[src/rtl/tone_pkg.sv]
// Shared definitions for the tone sequencer: FSM state encoding, note
// half-periods for a 100 MHz clock, durations for a 1 kHz tick, and stock tunes.
package tone_pkg;

  typedef enum logic [1:0] {
    ST_IDLE = 2'd0,
    ST_LOAD = 2'd1,
    ST_PLAY = 2'd2
  } tone_state_e;

  localparam int TUNE_NOTES = 8;
  localparam int TUNE_DIV_W = 20;
  localparam int TUNE_DUR_W = 12;

  // Half-period in clocks = 100e6 / (2 * f_note), rounded
  localparam logic [19:0] REST    = 20'd0;
  localparam logic [19:0] NOTE_C4 = 20'd191113;
  localparam logic [19:0] NOTE_D4 = 20'd170262;
  localparam logic [19:0] NOTE_E4 = 20'd151686;
  localparam logic [19:0] NOTE_F4 = 20'd143173;
  localparam logic [19:0] NOTE_G4 = 20'd127551;
  localparam logic [19:0] NOTE_A4 = 20'd113636;
  localparam logic [19:0] NOTE_B4 = 20'd101239;
  localparam logic [19:0] NOTE_C5 = 20'd95557;
  localparam logic [19:0] NOTE_D5 = 20'd85131;
  localparam logic [19:0] NOTE_E5 = 20'd75843;
  localparam logic [19:0] NOTE_F5 = 20'd71586;
  localparam logic [19:0] NOTE_G5 = 20'd63776;
  localparam logic [19:0] NOTE_A5 = 20'd56818;
  localparam logic [19:0] NOTE_B5 = 20'd50619;
  localparam logic [19:0] NOTE_C6 = 20'd47778;

  localparam logic [11:0] DUR_8TH   = 12'd125;
  localparam logic [11:0] DUR_QTR   = 12'd250;
  localparam logic [11:0] DUR_HALF  = 12'd500;
  localparam logic [11:0] DUR_WHOLE = 12'd1000;

  // Note 0 sits in the least significant slot, so each list reads last-to-first
  localparam logic [TUNE_NOTES*TUNE_DIV_W-1:0] WIN_TUNE_DIV =
    {NOTE_C6, REST, NOTE_G5, NOTE_E5, NOTE_C5, NOTE_G4, NOTE_E4, NOTE_C4};
  localparam logic [TUNE_NOTES*TUNE_DUR_W-1:0] WIN_TUNE_DUR =
    {DUR_WHOLE, DUR_8TH, DUR_8TH, DUR_8TH, DUR_8TH, DUR_8TH, DUR_8TH, DUR_8TH};

  localparam logic [TUNE_NOTES*TUNE_DIV_W-1:0] LOSE_TUNE_DIV =
    {NOTE_C4, NOTE_D4, NOTE_E4, REST, NOTE_F4, NOTE_G4, NOTE_A4, NOTE_B4};
  localparam logic [TUNE_NOTES*TUNE_DUR_W-1:0] LOSE_TUNE_DUR =
    {DUR_WHOLE, DUR_QTR, DUR_QTR, DUR_8TH, DUR_QTR, DUR_QTR, DUR_QTR, DUR_QTR};

  localparam logic [TUNE_NOTES*TUNE_DIV_W-1:0] START_TUNE_DIV =
    {NOTE_C6, NOTE_B5, NOTE_A5, NOTE_F5, NOTE_D5, REST, NOTE_C5, NOTE_C5};
  localparam logic [TUNE_NOTES*TUNE_DUR_W-1:0] START_TUNE_DUR =
    {DUR_HALF, DUR_8TH, DUR_8TH, DUR_8TH, DUR_8TH, DUR_8TH, DUR_8TH, DUR_8TH};

endpackage

[src/rtl/square_gen.sv]
// Half-period counter and square-wave phase. Exposes the next phase so the
// caller can register audio on the same edge the phase changes.
module square_gen
  import tone_pkg::*;
#(
  parameter int DIV_W = 20
) (
  input  logic             clk,
  input  logic             rst,
  input  logic             load,
  input  logic             en,
  input  logic [DIV_W-1:0] div,
  output logic             phase_next
);

  logic [DIV_W-1:0] div_q, div_d;
  logic [DIV_W-1:0] cnt_q, cnt_d;
  logic             phase_q, phase_d;

  // Divider, counter and phase registers
  always_ff @(posedge clk or posedge rst) begin
    if (rst) begin
      div_q   <= {DIV_W{1'b0}};
      cnt_q   <= {DIV_W{1'b0}};
      phase_q <= 1'b0;
    end else begin
      div_q   <= div_d;
      cnt_q   <= cnt_d;
      phase_q <= phase_d;
    end
  end

  // Load restarts a note low; a zero divider is a rest and holds phase at 0
  always_comb begin
    div_d   = div_q;
    cnt_d   = cnt_q;
    phase_d = phase_q;
    if (load) begin
      div_d   = div;
      cnt_d   = (div == {DIV_W{1'b0}}) ? {DIV_W{1'b0}} : div - DIV_W'(1);
      phase_d = 1'b0;
    end else if (en) begin
      if (div_q == {DIV_W{1'b0}}) begin
        cnt_d   = {DIV_W{1'b0}};
        phase_d = 1'b0;
      end else if (cnt_q == {DIV_W{1'b0}}) begin
        cnt_d   = div_q - DIV_W'(1);
        phase_d = ~phase_q;
      end else begin
        cnt_d   = cnt_q - DIV_W'(1);
      end
    end else begin
      phase_d = phase_q;
    end
  end

  assign phase_next = phase_d;

endmodule

[src/rtl/tone_sequencer.sv]
// Melody player: steps through NOTES (divider, duration) pairs and drives a
// square wave, with loop, stop and mute control.
module tone_sequencer
  import tone_pkg::*;
#(
  parameter int CLK_HZ  = 100_000_000,
  parameter int TICK_HZ = 1000,
  parameter int NOTES   = 8,
  parameter int DIV_W   = 20,
  parameter int DUR_W   = 12
) (
  input  logic                     clk,
  input  logic                     rst,
  input  logic                     start,
  input  logic                     stop,
  input  logic                     loop,
  input  logic                     mute,
  input  logic [NOTES*DIV_W-1:0]   song_div,
  input  logic [NOTES*DUR_W-1:0]   song_dur,
  output logic                     audio,
  output logic                     busy,
  output logic                     done,
  output logic [$clog2(NOTES)-1:0] note_idx
);

  localparam int TDIV  = (CLK_HZ / TICK_HZ < 1) ? 1 : CLK_HZ / TICK_HZ;
  localparam int IDX_W = $clog2(NOTES);
  localparam int PRE_W = (TDIV > 1) ? $clog2(TDIV) : 1;
  localparam logic [PRE_W-1:0] PRE_MAX  = PRE_W'(TDIV - 1);
  localparam logic [IDX_W-1:0] IDX_LAST = IDX_W'(NOTES - 1);

  tone_state_e      state_q, state_d;
  logic [IDX_W-1:0] note_idx_q, note_idx_d;
  logic [PRE_W-1:0] pre_q, pre_d;
  logic [DUR_W-1:0] rem_q, rem_d;
  logic             done_q, done_d;
  logic             busy_q, busy_d;
  logic             audio_q, audio_d;
  logic             sq_load, sq_en, phase_next;
  logic [DIV_W-1:0] cur_div;
  logic [DUR_W-1:0] cur_dur;
  logic             pre_wrap, note_end;

  assign cur_div  = song_div[int'(note_idx_q) * DIV_W +: DIV_W];
  assign cur_dur  = song_dur[int'(note_idx_q) * DUR_W +: DUR_W];
  assign pre_wrap = (pre_q == PRE_MAX);
  // A zero duration ends after its single PLAY cycle
  assign note_end = (rem_q == {DUR_W{1'b0}}) || (pre_wrap && rem_q == DUR_W'(1));

  square_gen #(.DIV_W(DIV_W)) u_square_gen (
    .clk        (clk),
    .rst        (rst),
    .load       (sq_load),
    .en         (sq_en),
    .div        (cur_div),
    .phase_next (phase_next)
  );

  // State, counters and registered outputs
  always_ff @(posedge clk or posedge rst) begin
    if (rst) begin
      state_q    <= ST_IDLE;
      note_idx_q <= {IDX_W{1'b0}};
      pre_q      <= {PRE_W{1'b0}};
      rem_q      <= {DUR_W{1'b0}};
      done_q     <= 1'b0;
      busy_q     <= 1'b0;
      audio_q    <= 1'b0;
    end else begin
      state_q    <= state_d;
      note_idx_q <= note_idx_d;
      pre_q      <= pre_d;
      rem_q      <= rem_d;
      done_q     <= done_d;
      busy_q     <= busy_d;
      audio_q    <= audio_d;
    end
  end

  // Next-state, sequencing and output logic
  always_comb begin
    state_d    = state_q;
    note_idx_d = note_idx_q;
    pre_d      = pre_q;
    rem_d      = rem_q;
    done_d     = 1'b0;
    sq_load    = 1'b0;
    sq_en      = 1'b0;
    case (state_q)
      ST_IDLE: begin
        if (start && !stop) begin
          state_d    = ST_LOAD;
          note_idx_d = {IDX_W{1'b0}};
        end else begin
          state_d    = ST_IDLE;
        end
      end
      ST_LOAD: begin
        if (stop) begin
          state_d    = ST_IDLE;
          note_idx_d = {IDX_W{1'b0}};
        end else begin
          state_d    = ST_PLAY;
          sq_load    = 1'b1;
          pre_d      = {PRE_W{1'b0}};
          rem_d      = cur_dur;
        end
      end
      ST_PLAY: begin
        if (stop) begin
          state_d    = ST_IDLE;
          note_idx_d = {IDX_W{1'b0}};
          pre_d      = {PRE_W{1'b0}};
          rem_d      = {DUR_W{1'b0}};
        end else begin
          sq_en = 1'b1;
          if (note_end) begin
            pre_d = {PRE_W{1'b0}};
            if (note_idx_q != IDX_LAST) begin
              note_idx_d = note_idx_q + IDX_W'(1);
              state_d    = ST_LOAD;
            end else if (loop) begin
              note_idx_d = {IDX_W{1'b0}};
              state_d    = ST_LOAD;
            end else begin
              state_d    = ST_IDLE;
              done_d     = 1'b1;
            end
          end else if (pre_wrap) begin
            pre_d = {PRE_W{1'b0}};
            rem_d = rem_q - DUR_W'(1);
          end else begin
            pre_d = pre_q + PRE_W'(1);
          end
        end
      end
      default: begin
        state_d    = ST_IDLE;
        note_idx_d = {IDX_W{1'b0}};
      end
    endcase
    busy_d  = (state_d != ST_IDLE);
    audio_d = (state_d == ST_PLAY) && phase_next && !mute;
  end

  assign audio    = audio_q;
  assign busy     = busy_q;
  assign done     = done_q;
  assign note_idx = note_idx_q;

endmodule

[config.mk]
export PLATFORM = sky130hd
export DESIGN_NAME = tone_sequencer
export DESIGN_NICKNAME = d
export VERILOG_FILES = /design/src/rtl/tone_pkg.sv /design/src/rtl/square_gen.sv /design/src/rtl/tone_sequencer.sv
export SDC_FILE = /design/constraint.sdc
export NUM_CORES = 1
export LEC_CHECK = 0
export ABC_CLOCK_PERIOD_IN_PS = 6050
export BUFFER_PORTS_ARGS = -buffer_cell sky130_fd_sc_hd__buf_2
export CELL_PAD_IN_SITES_DETAIL_PLACEMENT = 0
export CELL_PAD_IN_SITES_GLOBAL_PLACEMENT = 1
export CORE_UTILIZATION = 40
export DETAILED_ROUTE_END_ITERATION = 16
export PLACE_DENSITY = 0.83
export SLEW_MARGIN = 0
export SYNTH_ARGS = -nofsm -noshare
export SYNTH_HDL_FRONTEND = slang
export SYNTH_HIERARCHICAL = 1
export SYNTH_SLANG_ARGS = --single-unit
[constraint.sdc]
create_clock -name clk -period 6.05 [get_ports clk]
set_input_delay 0.9075 -clock clk [delete_from_list [all_inputs] [get_ports clk]]
set_output_delay 0.9075 -clock clk [all_outputs]
set_load 0.02 [all_outputs]
==> flow_summary.html <==
<table>
<tr><th>Metric</th><th>Value</th></tr>
<tr><th colspan="2">Setup path</th></tr>
<tr><td>Data required time of the worst path</td><td>6.28 ns</td></tr>
<tr><td>Maximum fanout count along the critical path</td><td>41</td></tr>
<tr><td>Critical path startpoint category</td><td>register</td></tr>
<tr><td>Register-to-Register Setup Slack</td><td>1.77 ns</td></tr>
<tr><td>Classification of the worst setup path</td><td>register to register</td></tr>
<tr><td>Arr. time, crit path</td><td>4.51 ns</td></tr>
<tr><td>Worst setup EP type</td><td>register</td></tr>
<tr><th colspan="2">Global route</th></tr>
<tr><td>GR met1 Demand/Resource</td><td>37.38%</td></tr>
<tr><td>GRT busiest layer</td><td>met2</td></tr>
<tr><td>Global routing usage on met2</td><td>41.47%</td></tr>
<tr><td>Number of global-route vias before repair</td><td>6,796</td></tr>
<tr><td>Number of antenna violations at the first check in global routing</td><td>1</td></tr>
<tr><td>Maximum number of pins on one net before global-route repair</td><td>42</td></tr>
<tr><td>Met3 routing resource usage after global routing</td><td>5.443%</td></tr>
<tr><td>Global route overflow</td><td>0</td></tr>
<tr><td>Overall routing resource usage</td><td>26.68%</td></tr>
<tr><td>Wire length of the first global-routing pass</td><td>37.20 mm</td></tr>
<tr><th colspan="2">STA</th></tr>
<tr><td>Setup repair after global routing missed its margin</td><td>no</td></tr>
<tr><td>Peak Freq</td><td>233.6 MHz</td></tr>
<tr><td>Minimum period implied by the final worst setup slack</td><td>4.281 ns</td></tr>
<tr><td>Final hold violations</td><td>0</td></tr>
<tr><td>Final worst clock skew</td><td>0.01143 ns</td></tr>
<tr><td>Setup Viol. Count Final</td><td>0</td></tr>
<tr><td>Pins over their slew limit</td><td>0</td></tr>
<tr><td>Worst max-slew margin expressed relative to the limit</td><td>23.14%</td></tr>
<tr><td>Slew at the pin closest to its max-slew limit</td><td>1.153 ns</td></tr>
<tr><td>Post-Route Setup TNS</td><td>0 ns</td></tr>
<tr><td>Ratio of final minimum period to clock period</td><td>70.76%</td></tr>
<tr><th colspan="2">Final layout</th></tr>
<tr><td>Share of post-route cells with drive strength above 1</td><td>46.39%</td></tr>
<tr><td>Net count, final</td><td>1,193</td></tr>
<tr><td>Post-route core utilization</td><td>51.23%</td></tr>
<tr><td>Count of fill cells added during filler insertion</td><td>1,574</td></tr>
<tr><td>Register area</td><td>0.001957 sq mm</td></tr>
<tr><td>Area taken by multi-input logic gates</td><td>0.004825 sq mm</td></tr>
<tr><td>Area growth syn-to-layout</td><td>25.44%</td></tr>
<tr><th colspan="2">Placed design</th></tr>
<tr><td>Number of port buffers</td><td>267</td></tr>
<tr><td>Last weighted congestion value of the routability-driven placer</td><td>0.9527</td></tr>
<tr><td>Final HPWL from detailed placement</td><td>18.49 mm</td></tr>
<tr><th colspan="2">Floorplanning</th></tr>
<tr><td>Die span in x</td><td>134.7 um</td></tr>
<tr><td>Overall die area</td><td>0.01813 sq mm</td></tr>
<tr><td>Floorplan row count</td><td>48</td></tr>
<tr><td>Initial core utilization</td><td>40.84%</td></tr>
<tr><td>Count of pins on the block boundary</td><td>268</td></tr>
<tr><td>Height of the chip</td><td>134.7 um</td></tr>
<tr><td>Core Area</td><td>0.01724 sq mm</td></tr>
<tr><th colspan="2">Logic synthesis</th></tr>
<tr><td>Avg Synthesized Cell Area</td><td>10.40 sq um</td></tr>
<tr><td>Post-Synthesis Net Count</td><td>946</td></tr>
<tr><td>Number of synthesized flops with an enable pin</td><td>0</td></tr>
<tr><td>Post-Synthesis Cells</td><td>677</td></tr>
<tr><td>FF+latch count, synth</td><td>78</td></tr>
<tr><td>Area share of the largest cell type after synthesis</td><td>27.73%</td></tr>
<tr><td>Post-synthesis cell type count</td><td>80</td></tr>
<tr><td>Syn. warnings</td><td>6</td></tr>
<tr><td>Area of the mapped netlist</td><td>0.007039 sq mm</td></tr>
<tr><td>Share of synthesized registers carrying an async set or reset</td><td>100.0%</td></tr>
<tr><td>Cell type with the highest aggregate area in the netlist</td><td>dfrtp_1</td></tr>
<tr><td>Sequential-to-total area share from yosys stat</td><td>27.73%</td></tr>
<tr><td>Cell types with the largest area share after synthesis</td><td>dfrtp_1, mux4_2, mux2_2</td></tr>
<tr><td>Top flip-flop cell by instance count after synthesis</td><td>dfrtp_1</td></tr>
<tr><th colspan="2">Clock network</th></tr>
<tr><td>Cell at the root of the clock tree</td><td>clkbuf_16</td></tr>
<tr><td>Clock latency reported for the late side of the worst-skew pair</td><td>0.35 ns</td></tr>
<tr><td>CTS resizes</td><td>0</td></tr>
<tr><td>CTS tree</td><td>yes</td></tr>
<tr><td>CTS Hold Buffers Added</td><td>0</td></tr>
<tr><td>Clock transition time at the flip-flop clock pins of the worst setup and hold paths</td><td>0.07 ns</td></tr>
<tr><td>Number of post-CTS setup repair buffers</td><td>0</td></tr>
<tr><td>CTS buffer count</td><td>9</td></tr>
<tr><td>Clock sink total</td><td>78</td></tr>
<tr><td>Maximum count of clock buffers along a single path</td><td>2</td></tr>
<tr><td>Count of H-tree levels built during CTS</td><td>3</td></tr>
<tr><th colspan="2">Power and ir drop</th></tr>
<tr><td>Power per cell area</td><td>220.5 mW/mm^2</td></tr>
<tr><td>Combinational power share</td><td>31.0%</td></tr>
<tr><td>Clock power share</td><td>27.0%</td></tr>
<tr><td>Power spent charging and discharging nets</td><td>711.8 uW</td></tr>
<tr><td>Worst VDD drop</td><td>0.0001235 V</td></tr>
<tr><td>Share of total power consumed by net switching</td><td>36.56%</td></tr>
<tr><td>Power share of the sequential group</td><td>41.9%</td></tr>
<tr><td>Internal power contribution</td><td>1235 uW</td></tr>
<tr><td>Leakage dissipation</td><td>0.003670 uW</td></tr>
<tr><th colspan="2">Status</th></tr>
<tr><td>Outcome</td><td>complete, no violations</td></tr>
<tr><th colspan="2">Min path</th></tr>
<tr><td>Worst min-delay path category</td><td>register to register</td></tr>
<tr><th colspan="2">Detailed routing</th></tr>
<tr><td>Average wire per standard cell</td><td>20.40 um</td></tr>
<tr><td>Post-Route WL</td><td>23.60 mm</td></tr>
<tr><td>DRC violations left</td><td>0</td></tr>
<tr><td>Average vias per placed instance</td><td>6.069</td></tr>
<tr><td>TritonRoute pass-1 iters</td><td>5</td></tr>
<tr><td>Antenna-violating nets left</td><td>0</td></tr>
<tr><td>Overall via count from detail_route</td><td>7,022</td></tr>
<tr><td>Number of DRC violations after detailed-routing iteration 0</td><td>563</td></tr>
<tr><th colspan="2">Run</th></tr>
<tr><td>Number of violations of the max-capacitance limit</td><td>0</td></tr>
</table>
[flip-flops by register name, indices dropped and copies added, names as in the netlist]
register	cells
u_square_gen/phase_q	1
rem_q	12
busy	1
state_q	2
u_square_gen/div_q	20
note_idx	3
done	1
audio	1
u_square_gen/cnt_q	20
pre_q	17
[cell usage in the layout (no fill, tap or decap), types with 6 or more instances in the layout]
cell type / instances
clkbuf_16: 9
a22oi_1: 15
a21o_1: 7
nand4_1: 9
inv_1: 18
dfrtp_1: 76
ha_1: 7
o211ai_1: 7
xnor2_1: 15
mux2i_1: 9
nor2_1: 46
or4_1: 6
a21oi_1: 33
or3_1: 8
a22o_1: 9
nand3_1: 18
nor3_1: 23
nand2_1: 36
nor4_1: 18
mux4_2: 64
buf_4: 9
o21ai_0: 19
a31oi_1: 12
o21ai_1: 14
buf_2: 267
xor2_1: 13
mux2_2: 41
[cells in the mapped netlist, drive strengths merged (4+ instances only)]
| master | number |
|---|---|
| dfrtp | 78 |
| mux4 | 64 |
| nor2 | 46 |
| mux2 | 41 |
| nand2 | 36 |
| o21ai | 35 |
| a21oi | 33 |
| nor3 | 24 |
| buf | 21 |
| nor4 | 21 |
| clkbuf | 19 |
| nand3 | 19 |
| inv | 18 |
| a22oi | 15 |
| xnor2 | 15 |
| xor2 | 13 |
| a31oi | 12 |
| or4 | 11 |
| nand4 | 10 |
| a22o | 9 |
| mux2i | 9 |
| a21o | 8 |
| or3 | 8 |
| ha | 7 |
| o211ai | 7 |
| or2 | 6 |
| a211oi | 5 |
| and3 | 5 |
| o22ai | 5 |
| o41ai | 5 |
| a32o | 4 |
| and2 | 4 |
| and4 | 4 |
| nand2b | 4 |
| nor2b | 4 |
| nor4b | 4 |
| o2111ai | 4 |
| o31a | 4 |
[final cells by class]
class                      instances  share of cell area, %
antenna                            3                0.08502
clock buffer                      10                  2.707
clock inverter                     6                 0.5101
inverter                          19                 0.8077
multi-input combinational        540                  54.64
sequential                        78                  22.16
tap                              225                  3.188
timing repair buffer             276                  15.90
[critical path: stages, from the launching register on]
cell and delay [ns]:
dfrtp_4 0.90, mux4_2 0.58, mux2_2 0.33, or4_1 0.61
or4_1 0.52, o41ai_2 0.68, o21ai_0 0.21, a31oi_1 0.18
o21ai_1 0.09
[final timing paths]
| path | from | cells after the start | to |
|---|---|---|---|
| min in group asynchronous | rst | 3 | pre_q[13] |
| max reg2reg | note_idx[0] | 8 | u_square_gen/cnt_q[7] |
| max in group asynchronous | rst | 3 | u_square_gen/cnt_q[18] |
| min reg2reg | u_square_gen/div_q[16] | 1 | u_square_gen/div_q[16] |
| max | note_idx[0] | 8 | u_square_gen/cnt_q[7] |
| min | u_square_gen/div_q[16] | 1 | u_square_gen/div_q[16] |
[logic make-up (layout without fill, tap and decap cells)]
| group | after synthesis | after routing | synth area share (%) |
|---|---|---|---|
| AOI/OAI and AO/OA | 172 | 172 | 17.26 |
| xor gates and xnor gates | 28 | 28 | 3.484 |
| adders and majority gates | 7 | 7 | 1.244 |
| buffers and inverters | 59 | 311 | 3.733 |
| DFF | 78 | 78 | 27.73 |
| muxes | 114 | 114 | 28.31 |
| other | 0 | 3 | 0 |
| and+or+nand+nor | 219 | 219 | 18.24 |
[routing by layer]
| metal | vias to the layer above | routed length, um |
|---|---|---|
| met1 | 3470 | 10190 |
| li1 | 3218 | - |
| met5 | - | 0 |
| met3 | 32 | 1692 |
| met2 | 302 | 11270 |
| met4 | 0 | 451 |
[through the flow]
| step | hold slack (ns) | cell area (sq um) | worst slack [ns] | power, uW | cells |
|---|---|---|---|---|---|
| after floorplan | 0.4868 | 7039 | 1.889 | 1189 | 677 |
| after global placement | 0.5218 | 8538 | 1.859 | 1404 | 1138 |
| after detailed placement | 0.5229 | 8538 | 1.830 | 1418 | 1138 |
| after CTS | 0.5367 | 8822 | 1.776 | 1948 | 1154 |
| after global routing | 0.5624 | 8825 | 1.491 | 2066 | 1155 |
| final | 0.5362 | 8830 | 1.769 | 1947 | 1157 |
[power by group through the flow]
stage	clock network [uW]	registers (uW)	logic, uW
floorplan	0	765	424
global placement	0	816	588
detailed placement	0	819	598
CTS	534	811	602
global route	560	837	668
finish	526	816	604
(Power assumes the default switching activity.)
